===== src/rtl/sym_err_rate_counter.sv =====
`default_nettype none
// ============================================================================
// sym_err_rate_counter : per-LFSR-window I/Q symbol error counter with lock flag
// Optional SER_BURST_EN adds max_burst output.  Rev 1.0
// ============================================================================
module sym_err_rate_counter #(
    parameter int CNT_WID      = 22,
    parameter int LOCK_THR     = 16,
    parameter int SKIP_WINDOWS = 1
) (
    input  logic               sys_clk,
    input  logic               reset,
    input  logic               sym_clk_en,
    input  logic               cycle,
    input  logic               sym_err_i,
    input  logic               sym_err_q,
    input  logic               resync,
    output logic [CNT_WID-1:0] err_cnt_i,
    output logic [CNT_WID-1:0] err_cnt_q,
    output logic [CNT_WID-1:0] err_cnt_any,
    output logic [CNT_WID-1:0] sym_cnt,
`ifdef SER_BURST_EN
    output logic [CNT_WID-1:0] max_burst,
`endif
    output logic               result_valid,
    output logic               sync_ok,
    output logic [1:0]         state_o
);

    localparam int                 c_SKW       = (SKIP_WINDOWS > 1) ? $clog2(SKIP_WINDOWS + 1) : 1;
    localparam logic [c_SKW-1:0]   c_SKIP_INIT = c_SKW'(SKIP_WINDOWS);
    localparam logic [CNT_WID-1:0] c_MAX       = '1;
    localparam int                 c_CMPW      = CNT_WID + 33;

    typedef enum logic [1:0] {
        ST_WAIT_SYNC = 2'd0,
        ST_SKIP      = 2'd1,
        ST_COUNT     = 2'd2
    } state_t;

    state_t             r_state;
    state_t             w_state_nxt;
    logic [c_SKW-1:0]   r_skip;
    logic [CNT_WID-1:0] r_sym_run, r_i_run, r_q_run, r_any_run;
    logic [CNT_WID-1:0] r_err_cnt_i, r_err_cnt_q, r_err_cnt_any, r_sym_cnt;
    logic               r_valid, r_sync_ok;
    logic               w_qb, w_err_any, w_counting, w_publish, w_lock;

    function automatic logic [CNT_WID-1:0] f_inc(input logic [CNT_WID-1:0] v, input logic en);
        return (en && (v != c_MAX)) ? v + 1'b1 : v;
    endfunction

    assign w_qb       = sym_clk_en & cycle;
    assign w_err_any  = sym_err_i | sym_err_q;
    assign w_counting = (r_state != ST_WAIT_SYNC);
    assign w_publish  = w_qb & (r_state == ST_COUNT) & ~resync;
    // Widened compare so a LOCK_THR beyond the counter range never truncates.
    assign w_lock     = c_CMPW'(r_any_run) <= c_CMPW'(LOCK_THR);

    always_comb begin
        w_state_nxt = r_state;
        if (resync) begin
            w_state_nxt = ST_WAIT_SYNC;
        end else if (w_qb) begin
            case (r_state)
                ST_WAIT_SYNC: w_state_nxt = (SKIP_WINDOWS > 0) ? ST_SKIP : ST_COUNT;
                ST_SKIP:      w_state_nxt = (r_skip <= c_SKW'(1)) ? ST_COUNT : ST_SKIP;
                ST_COUNT:     w_state_nxt = ST_COUNT;
                default:      w_state_nxt = ST_WAIT_SYNC;
            endcase
        end
    end

    always_ff @(posedge sys_clk or posedge reset) begin
        if (reset) begin
            r_state <= ST_WAIT_SYNC;
        end else begin
            r_state <= w_state_nxt;
        end
    end

    // The boundary symbol opens the next window, so a QB reloads rather than clears.
    always_ff @(posedge sys_clk or posedge reset) begin
        if (reset) begin
            r_skip    <= c_SKIP_INIT;
            r_sym_run <= '0;
            r_i_run   <= '0;
            r_q_run   <= '0;
            r_any_run <= '0;
        end else if (resync) begin
            r_skip    <= c_SKIP_INIT;
            r_sym_run <= '0;
            r_i_run   <= '0;
            r_q_run   <= '0;
            r_any_run <= '0;
        end else if (w_qb) begin
            if (r_state == ST_SKIP && r_skip != '0) begin
                r_skip <= r_skip - 1'b1;
            end
            r_sym_run <= CNT_WID'(1);
            r_i_run   <= CNT_WID'(sym_err_i);
            r_q_run   <= CNT_WID'(sym_err_q);
            r_any_run <= CNT_WID'(w_err_any);
        end else if (sym_clk_en && w_counting) begin
            r_sym_run <= f_inc(r_sym_run, 1'b1);
            r_i_run   <= f_inc(r_i_run, sym_err_i);
            r_q_run   <= f_inc(r_q_run, sym_err_q);
            r_any_run <= f_inc(r_any_run, w_err_any);
        end
    end

    always_ff @(posedge sys_clk or posedge reset) begin
        if (reset) begin
            r_valid       <= 1'b0;
            r_sync_ok     <= 1'b0;
            r_err_cnt_i   <= '0;
            r_err_cnt_q   <= '0;
            r_err_cnt_any <= '0;
            r_sym_cnt     <= '0;
        end else begin
            r_valid <= w_publish;
            if (resync) begin
                r_sync_ok <= 1'b0;
            end else if (w_publish) begin
                r_sync_ok     <= w_lock;
                r_err_cnt_i   <= r_i_run;
                r_err_cnt_q   <= r_q_run;
                r_err_cnt_any <= r_any_run;
                r_sym_cnt     <= r_sym_run;
            end
        end
    end

`ifdef SER_BURST_EN
    logic [CNT_WID-1:0] r_cur_burst, r_win_burst, r_max_burst;
    logic [CNT_WID-1:0] w_cur_inc, w_win_max;

    assign w_cur_inc = f_inc(r_cur_burst, 1'b1);
    assign w_win_max = (w_cur_inc > r_win_burst) ? w_cur_inc : r_win_burst;

    always_ff @(posedge sys_clk or posedge reset) begin
        if (reset) begin
            r_cur_burst <= '0;
            r_win_burst <= '0;
            r_max_burst <= '0;
        end else if (resync) begin
            r_cur_burst <= '0;
            r_win_burst <= '0;
        end else if (w_qb) begin
            if (w_publish) begin
                r_max_burst <= r_win_burst;
            end
            r_cur_burst <= CNT_WID'(w_err_any);
            r_win_burst <= CNT_WID'(w_err_any);
        end else if (sym_clk_en && w_counting) begin
            if (w_err_any) begin
                r_cur_burst <= w_cur_inc;
                r_win_burst <= w_win_max;
            end else begin
                r_cur_burst <= '0;
            end
        end
    end

    assign max_burst = r_max_burst;
`endif

    assign err_cnt_i    = r_err_cnt_i;
    assign err_cnt_q    = r_err_cnt_q;
    assign err_cnt_any  = r_err_cnt_any;
    assign sym_cnt      = r_sym_cnt;
    assign result_valid = r_valid;
    assign sync_ok      = r_sync_ok;
    assign state_o      = r_state;

endmodule
`default_nettype wire


===== config.mk =====
export PLATFORM = sky130hd
export DESIGN_NAME = sym_err_rate_counter
export DESIGN_NICKNAME = d
export VERILOG_FILES = /design/src/rtl/sym_err_rate_counter.sv
export SDC_FILE = /design/constraint.sdc
export NUM_CORES = 1
export LEC_CHECK = 0
export CORE_MARGIN = 5
export CORE_UTILIZATION = 25
export CTS_CLUSTER_DIAMETER = 150
export DETAILED_ROUTE_END_ITERATION = 16
export PLACE_DENSITY = 0.43
export SYNTH_ARGS = -nofsm -noshare
export SYNTH_HDL_FRONTEND = slang
export SYNTH_SLANG_ARGS = --single-unit

===== constraint.sdc =====
create_clock -name sys_clk -period 13.6 [get_ports sys_clk]
set_input_delay 2.72 -clock sys_clk [delete_from_list [all_inputs] [get_ports sys_clk]]
set_output_delay 2.72 -clock sys_clk [all_outputs]
set_load 0.01 [all_outputs]

==> results.toml <==
[outcome]
outcome = "completed"

[die]
die_area_mm2 = 0.0376
row_count = 67
start_util = 0.253
fp.dieW_um = 194
die_y_um = 194
core-area_mm2 = 0.0334
io_pins = 99

[critical_path]
cp_max_fo = 44
cp.required_ps = 13990
worstPathArrival_ps = 5530
path_class = "input pin to register"
worst_setup_path_start_kind = "input pin"
crit_path_end_kind = "register"

[clock_tree]
htreeDepth = 4
post_cts_buffers = 0
clkSlewWorstSetupHoldPaths_ps = 80
numCtsBuffers = 17
clk_latency_ps = 440
cts_sinks = 180
root_buffer = "clkbuf_16"
postCtsHoldBufs = 0
cts.path.max_buffers = 2
cts_tree = "done"
ctsResizeCount = 0

[timing]
worst_pin_slew_ps = 1020
rsz0062_at_grt = "no"
layout_min_cycle_time_ps = 5150
setup_tns_ps = 0
finalMaxSlewViolations = 0
finalSetupViolCount = 0
clock.fmax_mhz = 194
finalHoldViolations = 0
slew_headroom = 0.319
clock_skew_ps = 15.3
finalCritPeriodShare = 0.378

[global_route]
grt_max_degree = 111
grt_first_pass_wirelength_um = 38500
antenna_found_initial = 2
grt_pass1_vias = 6789
grt_overflow = 0
gr-usage-all-layers = 0.125

[pwr]
power_leakage_nw = 4.54
ir_drop_mv = 0.0848
p_per_area_mw_per_mm2 = 104

[placed_design]
place_hpwl_um = 15500
port_buffers = 98
placed_area_mm2 = 0.00988
gp_congestion = 0.766

[logic_synthesis]
synth_cell_type_count = 63
synth_flop_cell = "dfrtp_1"
synth_top_area_share = 0.533
syn_nets = 936
syn_avg_cell_area_um2 = 9.17
synthTopCellsByArea = "dfrtp_1 53%, nand2_1 12%, nor2_1 2.7%, o21ai_0 2.4%, xor2_1 2.2%"
async_flop_share = 1.00
synth_edf_count = 0
ys_seq_area_frac = 0.533
synth_cells = 921
netlist_area_mm2 = 0.00845
yosysWarnings = 0
ys_seq_elements = 180
yosysTopAreaCell = "dfrtp_1"

[route]
drt_first_pass_iters = 4
vias = 6705
drtAntennaViolNets = 0
drc_errors = 0
viasPerCell = 4.57
avgRoutedWirePerCell_um = 15.8
wirelength_um = 23200
drt_iter0_markers = 393

[cells_and_area]
nFillCells = 3519
drive_above_1_share = 0.0619
final_core_util = 0.313
fin_nets = 1020
final_area_mm2 = 0.0105
area_growth_pct = 24.0

[hold_path]
hold_class = "register to register"

[flow_run]
drv_cap = 0
==> where the power goes <==
part / switching (mW) / internal (mW) / total [mW]
clock network: 0.243 / 0.263 / 0.506
registers: 0.00312 / 0.538 / 0.541
logic: 0.0286 / 0.00990 / 0.0385
total: 0.275 / 0.810 / 1.09
==> placed cells by master (no fill, tap or decap), types with 8 or more instances in the layout <==
| master | n |
|---|---|
| nor4_1 | 9 |
| a21oi_1 | 35 |
| or4_1 | 17 |
| nand3_1 | 30 |
| xnor2_1 | 16 |
| nor3_1 | 11 |
| o211ai_1 | 17 |
| nand4_1 | 24 |
| inv_6 | 8 |
| ha_1 | 8 |
| o21ai_0 | 41 |
| nor2_1 | 61 |
| o31ai_1 | 9 |
| clkbuf_16 | 17 |
| nand2_1 | 278 |
| and3_1 | 10 |
| or3_1 | 17 |
| inv_1 | 19 |
| xor2_1 | 21 |
| dfrtp_1 | 180 |
| clkdlybuf4s50_1 | 98 |
==> final timing paths <==
kind                              start             end  slack [ps]  depth (start not counted)
max                          sym_clk_en     sym_cnt[17]        8450                          8
min                        err_cnt_q[8]    err_cnt_q[8]         480                          2
max reg2reg                  state_o[1]   r_any_run[21]       11020                          7
min reg2reg                err_cnt_q[8]    err_cnt_q[8]         480                          2
max in group asynchronous         reset    r_sym_run[8]        9120                          3
min in group asynchronous         reset  err_cnt_any[9]        2860                          2
==> metrics by stage <==
| step | setup WS [ps] | hold slack (ps) | power [mW] | instances |
|---|---|---|---|---|
| 6_report | 8450 | 476 | 1.09 | 1468 |
| 5_1_grt | 8130 | 507 | 1.13 | 1468 |
| 4_1_cts | 8430 | 485 | 1.11 | 1466 |
| 3_5_place_dp | 7960 | 462 | 0.592 | 1434 |
| 3_3_place_gp | 8050 | 460 | 0.592 | 1434 |
| 2_1_floorplan | 5990 | 463 | 0.575 | 921 |
==> metal layers <==
layer | GRT usage | vias up | share of wire | wire [um]
met5 | 0 | - | 0 | 0
met4 | 0.0362 | 0 | 0.014 | 330
met3 | 0.0259 | 13 | 0.026 | 598
met2 | 0.197 | 88 | 0.46 | 10600
met1 | 0.174 | 3246 | 0.50 | 11600
li1 | - | 3358 | - | -
==> flip-flops by register name (all words and copies together) (netlist names), 22 cells and up <==
name         flops
r_i_run         22
err_cnt_i       22
sym_cnt         22
err_cnt_any     22
r_sym_run       22
err_cnt_q       22
r_any_run       22
r_q_run         22
==> cells in the mapped netlist, types with 4 or more instances <==
library cell,count
o211ai_1,17
o31ai_1,9
nor4_1,9
clkbuf_1,31
dfrtp_1,180
buf_2,5
and2_1,5
o2111ai_1,6
xor2_1,21
inv_1,20
o21ai_0,41
mux2i_1,4
xnor2_1,16
and4_1,6
nand3_1,30
and3_1,10
nor3_1,11
ha_1,8
nor2_1,61
nand2_1,278
or4_1,17
a211oi_1,5
or3_1,17
nand4_1,24
a21oi_1,35
==> logic make-up (layout without fill, tap and decap cells) <==
kind of cell	count (synthesis)	in the layout	share of synthesized area
XOR/XNOR	37	37	0.0384
adder cells (fa/ha/maj)	8	8	0.0118
other	0	2	0
multiplexers	6	6	0.00785
AND/OR/NAND/NOR	495	495	0.277
flip-flops	180	180	0.533
AO/OA/AOI/OAI	135	135	0.103
buffers and inverters	60	157	0.0283
==> critical path, stage by stage <==
cell,delay [ps]
clkdlybuf4s50_1,660
and2_1,310
nand2_1,140
or2_4,420
inv_2,470
buf_4,540
nand2_1,130
nand2_1,70
==> final cells by class <==
class	count	area, um2	share of cell area
Inverter	21	83.8	0.00800
Tap cell	448	561	0.0535
Clock buffer	18	429	0.0410
Timing Repair Buffer	104	1030	0.0980
Sequential cell	180	4500	0.430
Multi-Input combinational cell	681	3710	0.354
Clock inverter	14	155	0.0148
Antenna cell	2	5.00	0.000478
Note: power is estimated with default switching activity, not from simulation.
